$ cat src/rtl/mlp_vector_sequencer.sv
// Feature-stream front end for the combinational printed-MLP classifier: packs
// beats into the flat input vector, holds it for a settle time, returns the class.
module mlp_vector_sequencer #(
    parameter int NUM_A         = 7,
    parameter int WIDTH_A       = 4,
    parameter int OUTWIDTH      = 2,
    parameter int SETTLE_CYCLES = 16,
    parameter int CNT_W         = 16
) (
    input  logic                       clk,
    input  logic                       rst,
    input  logic                       feat_valid,
    input  logic [WIDTH_A-1:0]         feat_data,
    input  logic                       feat_last,
    output logic                       feat_ready,
    output logic [NUM_A*WIDTH_A-1:0]   inp,
    input  logic [OUTWIDTH-1:0]        cls_in,
    output logic                       res_valid,
    output logic [OUTWIDTH-1:0]        res_data,
    output logic [CNT_W-1:0]           res_index,
    input  logic                       res_ready,
    output logic                       frame_err,
    output logic                       busy
);

    localparam int IDX_W = (NUM_A > 1) ? $clog2(NUM_A) : 1;
    localparam int SET_W = 16;

    localparam logic [IDX_W-1:0] LAST_IDX    = IDX_W'(NUM_A - 1);
    localparam logic [SET_W-1:0] SETTLE_LOAD = SET_W'(SETTLE_CYCLES - 1);

    typedef enum logic [1:0] {
        ST_LOAD   = 2'd0,
        ST_SETTLE = 2'd1,
        ST_RESP   = 2'd2
    } state_e;

    state_e                     state_q,     state_d;
    logic [IDX_W-1:0]           idx_q,       idx_d;
    logic [SET_W-1:0]           cnt_q,       cnt_d;
    logic [NUM_A*WIDTH_A-1:0]   inp_q,       inp_d;
    logic [OUTWIDTH-1:0]        res_data_q,  res_data_d;
    logic [CNT_W-1:0]           res_index_q, res_index_d;
    logic                       frame_err_q, frame_err_d;

    logic beat_accept;

    assign beat_accept = feat_valid && feat_ready;

    // NOTE: state registers use non-blocking assignments so every flop samples
    // the pre-edge values of the others, independent of statement order.
    always_ff @(posedge clk) begin
        if (rst) begin
            state_q     <= ST_LOAD;
            idx_q       <= '0;
            cnt_q       <= '0;
            inp_q       <= '0;
            res_data_q  <= '0;
            res_index_q <= '0;
            frame_err_q <= 1'b0;
        end else begin
            state_q     <= state_d;
            idx_q       <= idx_d;
            cnt_q       <= cnt_d;
            inp_q       <= inp_d;
            res_data_q  <= res_data_d;
            res_index_q <= res_index_d;
            frame_err_q <= frame_err_d;
        end
    end

    // NOTE: every signal gets a hold default before the case, so no path
    // through this block leaves a value unassigned and no latch is inferred.
    always_comb begin
        state_d     = state_q;
        idx_d       = idx_q;
        cnt_d       = cnt_q;
        inp_d       = inp_q;
        res_data_d  = res_data_q;
        res_index_d = res_index_q;
        frame_err_d = 1'b0;

        case (state_q)
            ST_LOAD: begin
                if (beat_accept) begin
                    for (int i = 0; i < NUM_A; i++) begin
                        if (idx_q == IDX_W'(i)) begin
                            inp_d[i*WIDTH_A +: WIDTH_A] = feat_data;
                        end
                    end
                    if (idx_q == LAST_IDX) begin
                        // A missing last marker is flagged but the vector still runs.
                        frame_err_d = !feat_last;
                        idx_d       = '0;
                        cnt_d       = SETTLE_LOAD;
                        state_d     = ST_SETTLE;
                    end else if (feat_last) begin
                        frame_err_d = 1'b1;
                        idx_d       = '0;
                    end else begin
                        idx_d = idx_q + 1'b1;
                    end
                end
            end

            ST_SETTLE: begin
                if (cnt_q == '0) begin
                    res_data_d = cls_in;
                    state_d    = ST_RESP;
                end else begin
                    cnt_d = cnt_q - 1'b1;
                end
            end

            ST_RESP: begin
                if (res_ready) begin
                    res_index_d = res_index_q + 1'b1;
                    state_d     = ST_LOAD;
                end
            end

            default: begin
                state_d = ST_LOAD;
            end
        endcase
    end

    // Handshake flags decode from state alone, keeping feat_* off any comb path.
    always_comb begin
        feat_ready = 1'b0;
        busy       = 1'b1;
        res_valid  = 1'b0;
        case (state_q)
            ST_LOAD: begin
                feat_ready = 1'b1;
                busy       = 1'b0;
            end
            ST_RESP: begin
                res_valid = 1'b1;
            end
            default: begin
            end
        endcase
    end

    assign inp       = inp_q;
    assign res_data  = res_data_q;
    assign res_index = res_index_q;
    assign frame_err = frame_err_q;

endmodule

$ cat config.mk
export PLATFORM = sky130hd
export DESIGN_NAME = mlp_vector_sequencer
export DESIGN_NICKNAME = d
export VERILOG_FILES = /design/src/rtl/mlp_vector_sequencer.sv
export SDC_FILE = /design/constraint.sdc
export NUM_CORES = 1
export LEC_CHECK = 0
export BUFFER_PORTS_ARGS = -buffer_cell sky130_fd_sc_hd__buf_2
export CAP_MARGIN = 0
export CORE_ASPECT_RATIO = 1.5
export CORE_UTILIZATION = 45
export CTS_BUF_LIST = sky130_fd_sc_hd__clkbuf_8
export DETAILED_ROUTE_END_ITERATION = 6
export GPL_TIMING_DRIVEN = 0
export PLACE_DENSITY = 0.69
export SLEW_MARGIN = 20
export SYNTH_ARGS = -nofsm -noshare
export SYNTH_HDL_FRONTEND = slang
export SYNTH_SLANG_ARGS = --single-unit
$ cat constraint.sdc
create_clock -name clk -period 2.1 [get_ports clk]
set_clock_uncertainty 0.2 [all_clocks]
set_input_delay 0.42 -clock clk [delete_from_list [all_inputs] [get_ports clk]]
set_output_delay 0.42 -clock clk [all_outputs]
set_load 0.03 [all_outputs]
# Word level (Yosys, flattened, before mapping)
# Cells that the tools add are included.
totals:
  register_bits: 68
  output_inout_bits: 50
  word_cells: 66
  input_bits: 11
op_classes:
  reduce_logical: 19
  n_bitwise: 2
  n_mux: 16
  addsub: 3
  eq_ne: 13
op_table:
  columns: ["op", "count"]
  rows:
  - ["two-way mux 16 bit", 3]
  - ["one-hot mux 16 bit (2 select lines)", 1]
  - ["AND reduction 3 bit", 7]
  - ["adder 16 x 1 -> 16 bit (second input constant)", 1]
  - ["logical NOT 16 bit", 1]
  - ["subtractor 16 x 1 -> 16 bit (second input constant)", 1]
  - ["inequality test 2 bit (second input constant)", 5]
  - ["== test 3 bit (second input constant)", 3]
  - ["two-way mux 2 bit", 4]
  - ["AND reduction 4 bit", 2]
  - ["== test 3 x 2 -> 1 bit (second input constant)", 2]
  - ["two-way mux 3 bit", 2]
  - ["one-hot mux 2 bit (3 select lines)", 1]
  - ["AND reduction 2 bit", 3]
  - ["two-way mux 1 bit", 5]
  - ["adder 3 x 1 -> 3 bit (second input constant)", 1]
  - ["== test 3 x 1 -> 1 bit (second input constant)", 1]
  - ["logical NOT 3 bit", 1]
  - ["OR reduction 3 bit", 1]
  - ["== test 2 x 1 -> 1 bit (second input constant)", 1]
  - ["== test 2 bit (second input constant)", 1]
  - ["logical NOT 2 bit", 1]
  - ["NOT 1 bit", 2]
  - ["nonzero test 2 bit", 1]
  - ["2 further kinds", 2]

# Longest topological paths before layout
# Gate-level depths: netlist of the first run.
depth:
  depth_word: 5
  ltp_mapped: 8
  depth_no_buf: 6

# Worst setup path before layout of the first run
# No wires, ideal clock.
synth_timing:
  path_type: "reg2reg"
  start: "reg res_index_q[4] (netlist: res_index[4])"
  end: "reg res_index_q[12] (netlist: res_index[12])"
  path_stages_with_launch: 5
  period_less_slack_ns: 1.999
  arrival_time_ns: 1.729
  path_buffers: 0
  setup_slack_ns: 0.101
  required_ns: 1.830
  setup_ns: 0.070
  path_cell_list: "dfxtp_1 > and4_1 > nand4_1 > or4_1 > a21oi_1"
synth_via:
  elab_chain_cells: 1
synth_lines:
  columns: ["item", "line", "text"]
  rows:
  - ["from (decl)", "43", "logic [CNT_W-1:0] res_index_q, res_index_d;"]
  - ["from (signal assigned)", "67", "res_index_q <= res_index_d;"]
  - ["adder 16 x 1 -> 16 bit", "117", "res_index_d = res_index_q + 1'b1;"]
# Every way passes these cells.
# A chain may end at the register's enable or synchronous reset.

# Worst setup path in the final report of the first run
layout_timing:
  start: "reg cnt_q[0]"
  end: "reg cnt_q[1]"
layout_via:
  elab_chain_cells: 3
  word_cells_on_any_way: 6
  classes_between: "add/sub (1); eq/ne (1); mux (2); reduce/logical (2)"
layout_lines:
  columns: ["item", "line", "text"]
  rows:
  - ["from (decl)", "40", "logic [SET_W-1:0] cnt_q, cnt_d;"]
  - ["from (signal assigned)", "64", "cnt_q <= cnt_d;"]
  - ["subtractor 16 x 1 -> 16 bit or logical NOT 16 bit (tied branches)", "111, 107", null]
  - ["two-way mux 16 bit or inequality test 2 bit (tied branches)", null, null]
  - ["one-hot mux 16 bit (2 select lines) or AND reduction 4 bit (tied branches)", null, null]
# Parallel ways exist; a longest one is shown, timed or not. The select of a mux whose other input is x is not followed.

==> results of run 1 <==
-- final cells by class --
cell class	instances	area (um2)
Inverter	10	37.5
Sequential cell	68	1360
Timing Repair Buffer	65	338
Clock buffer	11	151
Tap cell	76	95.1
Clock inverter	3	38.8
Multi-Input combinational cell	261	1650
Fill cell	602	2780
Buffer	16	78.8
-- routing by layer --
metal,global-route usage (%),vias to the layer above
li1,-,1415
met1,23.3,1306
met2,39.0,55
met3,5.77,8
met4,8.01,0
met5,0,-
-- synth_stat cells (all sizes together) (6+ instances only) --
| master | instances |
|---|---|
| nor4 | 6 |
| clkbuf | 12 |
| o31ai | 6 |
| nor3 | 7 |
| nand3 | 24 |
| nand2 | 47 |
| a21oi | 37 |
| or3 | 6 |
| ha | 7 |
| nor2 | 31 |
| o21ai | 10 |
| or4 | 8 |
| nand4 | 9 |
| dfxtp | 68 |
| mux2i | 18 |
| inv | 10 |
| nand2b | 8 |
-- where the power goes --
part	switching [mW]	leakage (nW)	total [mW]	internal, mW
clock network	0.469	0.102	1.06	0.594
registers	0.00487	0.550	1.30	1.30
logic	0.0885	0.937	0.124	0.0359
-- per-stage QoR --
stage               hold slack (ps)  TNS (ps)
CTS                             116         0
floorplan                       253         0
detailed placement              248     -1910
finish                          135         0
global placement                241     -1760
global route                    164     -19.4
-- worst max-delay path by stage --
stage	from	endpoint	depth (start not counted)
final	cnt_q[0]	cnt_q[1]	7
after global routing	cnt_q[0]	cnt_q[1]	7
after CTS	idx_q[0]	cnt_q[5]	8
after detailed placement	idx_q[0]	cnt_q[4]	8
after global placement	idx_q[0]	cnt_q[8]	8
after floorplan	res_index[4]	res_index[12]	4
-- cells by family after synthesis --
| family | after synthesis |
|---|---|
| buffers and inverters | 26 |
| XOR/XNOR | 8 |
| flip-flops | 68 |
| multiplexers | 18 |
| AND/OR/NAND/NOR | 168 |
| AO/OA/AOI/OAI | 60 |
| adder cells (fa/ha/maj) | 7 |
-- worst min-delay path, stage by stage --
cell and delay (ps):
buf_2 100, nand3_1 60, a21oi_1 50
-- flip-flops by register name (all words and copies together) (netlist names) --
signal     count
cnt_q         16
inp           28
idx_q          3
res_index     16
state_q        2
res_data       2
frame_err      1
-- timing repair --
action                     CTS  global route
cloned                       0             0
setup endpoints to repair    9            34
pin swaps                    0             2
gates resized for setup      5            12
hold buffers                 0             0
setup buffers                0             5
==> metrics.cfg, run 1 <==
[status]
outcome = finished, final reports clean

[setup_path]
cp.buffers_inverters = 2
endpoint_kind = register
r2r-end = cnt_q[1]
crit_type = register to register
r2r_slack_ps = 40
crit_chain = inv_1 -> ha_4 -> nor3b_2 -> and4_2 -> buf_6 -> nor2_1 -> o311a_1
r2r-start = cnt_q[0]
cp.required_ps = 2130
cp_top_family = simple AND/OR/NAND/NOR gates
crit_arrival_ps = 2090
r2r_cells = 7
crit_path_start_kind = register
slowest_delay_ps = 350
cp_max_fo = 10
critPathSlowestCell = o311a_1

[route]
routedWlPerCell_um = 14.3
finalWirelength_mm = 7.27
first_pass_iters = 4
ant_nets = 0
wl_met3_um = 266
drt-initial-drc-count = 144
wl_met1_mm = 3.09
highest_layer = met4
vias_per_cell = 5.46
route.met2.wl_mm = 3.81
drc = 0
vias = 2784

[grt]
grt_use_total_pct = 21.2
antenna_found_initial = 0
grt_first_pass_wirelength_mm = 12.0
grt-ovfl-total = 0
grt_pass1_vias = 2614
grt_max_degree = 11

[sta]
min_period_ps = 2060
worst_slack_ps = 43.2
max_freq_mhz = 486
relSlewSlack_pct = 61.7
period_share_pct = 97.9
drv_slew = 0
hold_viol = 0
rsz0062_at_grt = true
setup_violations = 0
worstMarginPinSlew_ps = 573

[synthesis]
synthArstFlopShare_pct = 0
synth_top_area_share_pct = 44.5
synth_top_family_by_area = simple AND/OR/NAND/NOR gates
synth_cell_types = 48
synth_edf_count = 0
synthAdderAreaFrac_pct = 2.86
synth_seq_area_share_pct = 44.5
syn_area_mm2 = 0.00306
yosys.area_share.xor_xnor_pct = 2.29
synth_seq_cells = 68
muxShareOfSynthArea_pct = 5.89
synth_top_cell_by_area = dfxtp_1
syn-instance-count = 355
synth_flop_cell = dfxtp_1
synth.yosys.warnings = 0
avgSynthCellArea_um2 = 8.61
synth_fp_nets = 373
synth.area.top_cells = dfxtp_1 (45%), a21oi_1 (6.1%), mux2i_1 (5.9%)
synth_compound_area_share_pct = 11.0
yosys.area_share.simple_pct = 29.8

[clocking]
root_buffer = clkbuf_8
cts_inserted_buffers = 9
cts_tree = done
clkLatencyLatePin_ps = 340
path_clk_slew_ps = 70
cts_buffer_depth = 2
htree_levels = 3
cts.sinks = 68

[floorplanning]
die_h_um = 103
core_area_mm2 = 0.00653
ios = 61
die_w_um = 69.3
start_util_pct = 46.8
rows = 36
die_area_mm2 = 0.00714

[worst_hold_path]
hold_end = res_data[1]
hold_class = input pin to register
min_path_cells = 3
min_from = cls_in[1]

[placement]
numPortBuffers = 60
place_hpwl_mm = 5.20
dp.cells = 491
dp_slack_ps = -276
placed_area_mm2 = 0.00345
gp_congestion = 0.783

[layout]
antenna_cells = 0
final_cells = 510
layout_common_cells = dfxtp_1 (66), buf_2 (62), nand2_1 (47)
final_common_cell = dfxtp_1
area_growth_pct = 22.7
final_area_mm2 = 0.00375
drive_gt1_share_pct = 24.4
nets = 449
final_util_pct = 57.4

[power_and_ir_drop]
vdd_drop_max_v = 0.000312
power_density_mw_per_mm2 = 664
power_mw = 2.49
p_leak_nw = 1.59

[job]
cap_violations = 0

(Power assumes the default switching activity.)
==> run 2: changes to the inputs <==
CORE_MARGIN = 5   (was unset)
==> metrics.cfg, run 2 (synthesized netlist as in run 1, its figures left out) <==
[setup_path]
slowest_delay_ps = 470
crit_type = register to register
crit_arrival_ps = 2070
critPathSlowestCell = or3b_2
r2r_cells = 6
r2r-end = inp[26]
cp_max_fo = 10
r2r_slack_ps = 90
cp_top_family = simple AND/OR/NAND/NOR gates
cp.buffers_inverters = 2
r2r-start = state_q[1]
critPathLaunch = state_q[1]
cp.required_ps = 2160
crit_cells = 6
crit_chain = buf_4 -> or3b_2 -> buf_2 -> nor2_1 -> nand2_1 -> a21oi_1
crit_path_start_kind = register
endpoint_kind = register
endpoint = inp[26]

[layout]
final_cells = 511
final_common_cell = dfxtp_1
antenna_cells = 0
largest_reg_flops = 28
drive_gt1_share_pct = 24.6
layout_common_cells = dfxtp_1 (67), buf_2 (61), nand2_1 (47)
nFillCells = 627
nets = 448
final_area_mm2 = 0.00376
area_growth_pct = 22.9

[route]
finalWirelength_mm = 7.62
ant_nets = 0
first_pass_iters = 4
vias = 2808
drc = 0
routedWlPerCell_um = 14.9
vias_per_cell = 5.50
drt-initial-drc-count = 214

[power_and_ir_drop]
clock_power_share_pct = 41.2
vdd_drop_max_v = 0.000500
pwr-share-comb_pct = 5.3
p_leak_nw = 1.60
power_density_mw_per_mm2 = 648
switching_share_pct = 23.2
seqPwrFrac_pct = 53.5
p_sw_uw = 566
p_int_mw = 1.87

[placement]
numPortBuffers = 60
place_hpwl_mm = 5.52
placed_area_mm2 = 0.00345
gp_congestion = 0.786
dp.cells = 491

[job]
cap_violations = 0

[sta]
whs_ps = 146
hold_viol = 0
drv_slew = 0
setup_violations = 0
relSlewSlack_pct = 65.7
min_period_ps = 2010
period_share_pct = 95.9
worstMarginPinSlew_ps = 514
max_freq_mhz = 497

[worst_hold_path]
hold_class = input pin to register
min_from = cls_in[1]

[grt]
grt_pass1_vias = 2704
grt_first_pass_wirelength_mm = 12.8
grt_max_degree = 12
grt-ovfl-total = 0
grt_use_total_pct = 18.1
antenna_found_initial = 0

[clocking]
cts.sinks = 68
root_buffer = clkbuf_8
cts-hold-fix-buffers = 0
path_clk_slew_ps = 70
cts_tree = done
cts_inserted_buffers = 9
clkLatencyLatePin_ps = 330
htree_levels = 3
cts_buffer_depth = 2

[floorplanning]
start_util_pct = 46.5
die_area_mm2 = 0.00858
die_w_um = 77.3
rows = 36
core_area_mm2 = 0.00658
die_h_um = 111
ios = 61

[status]
outcome = finished, final reports clean

-- run 2: area by class of cell --
| class | instances | area [um2] | share of cell area [%] |
|---|---|---|---|
| Inverter | 10 | 37.5 | 0.999 |
| Multi-Input combinational cell | 261 | 1660 | 44.3 |
| Clock inverter | 7 | 60.1 | 1.60 |
| Buffer | 16 | 85.1 | 2.26 |
| Timing Repair Buffer | 64 | 330 | 8.79 |
| Tap cell | 76 | 95.1 | 2.53 |
| Sequential cell | 68 | 1360 | 36.3 |
| Clock buffer | 9 | 124 | 3.30 |
-- run 2: stage by stage --
| step | util (%) | power [mW] | worst slack (ps) | setup TNS [ps] |
|---|---|---|---|---|
| 2_1_floorplan | - | 1.41 | 101 | 0 |
| 6_report | 57.2 | 2.44 | 86.1 | 0 |
| 3_3_place_gp | 52.5 | 1.45 | -237 | -1660 |
| 3_5_place_dp | 52.5 | 1.45 | -303 | -2080 |
| 4_1_cts | 56.0 | 2.46 | 4.45 | 0 |
| 5_1_grt | 57.2 | 2.55 | -29.5 | -29.5 |
-- run 2: how the worst min path moves through the flow --
stage	to	slack, ps	cells past startpoint
global placement	inp[4]	240	2
finish	res_data[1]	150	3
global route	res_data[1]	130	3
floorplan	cnt_q[13]	250	2
detailed placement	inp[1]	250	2
CTS	res_data[1]	140	3
-- run 2: worst min-delay path, stage by stage --
cell     delay (ps)
buf_2           100
nand3_1          50
a21oi_1          60
-- run 2: repair_timing --
item | 4_1_cts | 5_1_grt
buffers inserted | 1 | 3
pin swaps | 2 | 3
cloned | 0 | 0
setup endpoints to repair | 12 | 22
resized for setup | 9 | 12
-- run 2: power by group through the flow --
| stage | clock (mW) | combinational (mW) | sequential (mW) |
|---|---|---|---|
| final | 1.00 | 0.128 | 1.30 |
| after global placement | 0 | 0.120 | 1.33 |
| after detailed placement | 0 | 0.121 | 1.33 |
| after floorplan | 0 | 0.0556 | 1.35 |
| after global routing | 1.11 | 0.141 | 1.30 |
| after CTS | 1.03 | 0.126 | 1.30 |
-- run 2: per-layer routing --
metal  wire length (um)  vias to the layer above  GRT usage (%)
met5                  0                        -              0
met4                 58                        0           4.93
met3                383                        4           5.12
met2               4080                       61           31.9
met1               3090                     1328           21.2
li1                   -                     1415              -
==> run 3: changes to the inputs <==
BUFFER_PORTS_ARGS = unset   (was -buffer_cell sky130_fd_sc_hd__buf_2)
DONT_BUFFER_PORTS = 1   (was unset)
PLACE_DENSITY = 0.61   (was 0.69)
==> metrics.cfg, run 3 (synthesized netlist as in run 1, its figures left out) <==
[grt]
grt_use_total_pct = 17.8
met1_usage_pct = 18.2
gr-usage-met3_pct = 6.91
grt_max_degree = 12
use_met2_pct = 31.3
grt_first_pass_wirelength_mm = 12.2
grt-ovfl-total = 0
antenna_found_initial = 0
grt_busiest_layer = met2
grt_pass1_vias = 2416

[floorplanning]
die_h_um = 111
core_area_mm2 = 0.00658
rows = 36
die_w_um = 77.3
ios = 61
start_util_pct = 46.5
die_area_mm2 = 0.00858

[route]
vias_per_cell = 5.65
first_pass_iters = 4
drt-initial-drc-count = 150
vias = 2593
drc = 0
routedWlPerCell_um = 16.5
finalWirelength_mm = 7.60
ant_nets = 0

[clocking]
clkLatencyLatePin_ps = 350
root_buffer = clkbuf_8
cts_tree = done
cts_inserted_buffers = 9
cts.sinks = 68
path_clk_slew_ps = 70
cts_buffer_depth = 2
htree_levels = 3

[worst_hold_path]
hold_class = input pin to register
min_from = feat_data[0]

[setup_path]
cp_max_fo = 10
r2r-start = cnt_q[0]
crit_path_start_kind = register
slowest_delay_ps = 340
crit_arrival_ps = 2070
critPathSlowestCell = o311a_1
cp.buffers_inverters = 2
critPathLaunch = cnt_q[0]
cp_top_family = simple AND/OR/NAND/NOR gates
cp.required_ps = 2140
crit_chain = inv_1 -> ha_4 -> nor3b_2 -> and4_2 -> buf_6 -> nor2_1 -> o311a_1
endpoint_kind = register
crit_type = register to register

[layout]
final_common_cell = dfxtp_1
antenna_cells = 0
layout_common_cells = dfxtp_1 (60), nand2_1 (47), a21oi_1 (36)
nets = 396
drive_gt1_share_pct = 15.1
largest_reg_flops = 28
nFillCells = 623
area_growth_pct = 17.7

[sta]
worstMarginPinSlew_ps = 568
hold_viol = 0
min_period_ps = 2020
drv_slew = 0
max_freq_mhz = 494
period_share_pct = 96.4
whs_ps = 30.7
relSlewSlack_pct = 62.1
setup_violations = 0

[status]
outcome = finished, final reports clean

[placement]
gp_congestion = 0.745
place_hpwl_mm = 5.38
numPortBuffers = 0

[power_and_ir_drop]
power_mw = 2.66
vdd_drop_max_v = 0.000338
p_leak_nw = 1.33
power_density_mw_per_mm2 = 740

[job]
cap_violations = 0

run 3: cell count changes in the layout (fill, tap and decap cells not counted), sizes merged:
cell / delta
inv: -2
clkinv: -1
clkinvlp: -1
dlygate4sd3: +7
buf: -58
bufinv: +1
clkbuf: +2
run 3: what timing repair did:
item	CTS	global route
pin swaps	1	1
resized for setup	18	12
endpoints found under the setup margin	15	23
endpoints found under the hold margin	23	0
buffers inserted	1	4
hold buffers	7	0
run 3: final cells by class:
| class | count | area (um2) | share of cell area, % |
|---|---|---|---|
| multi-input combinational | 261 | 1670 | 46.3 |
| sequential | 68 | 1380 | 38.2 |
| clock buffer | 12 | 165 | 4.59 |
| timing repair buffer | 12 | 108 | 2.99 |
| tap | 76 | 95.1 | 2.64 |
| buffer | 16 | 81.3 | 2.26 |
| clock inverter | 4 | 70.1 | 1.95 |
| inverter | 10 | 37.5 | 1.04 |
run 3: per-stage QoR:
step           setup WS (ps)  setup TNS (ps)  util [%]  area (um2)  std cells
2_1_floorplan            101               0         -        3060        355
3_3_place_gp            -261           -2090      47.9        3150        431
3_5_place_dp            -298           -2500      47.9        3150        431
4_1_cts                 4.75               0      53.4        3510        455
5_1_grt                -1.24           -1.24      54.7        3600        459
6_report                76.2               0      54.7        3600        459
run 3: path summary, 6_finish.rpt:
check	end	cells past startpoint	slack [ps]
max	cnt_q[1]	7	80
min	inp[12]	2	30
max reg2reg	cnt_q[1]	7	80
min reg2reg	cnt_q[13]	2	310
run 3: power by group:
part | switching (mW) | leakage (nW) | total (mW) | internal, mW
combinational | 0.0635 | 0.659 | 0.0977 | 0.0343
clock | 0.485 | 0.122 | 1.25 | 0.762
sequential | 0.0229 | 0.553 | 1.32 | 1.30
total | 0.572 | 1.33 | 2.66 | 2.09
run 3: routing by layer:
layer	part of all wire [%]	wire length, um
met5	0	0
met1	39	2970
met4	1.8	140
met3	5.9	447
met2	53	4040
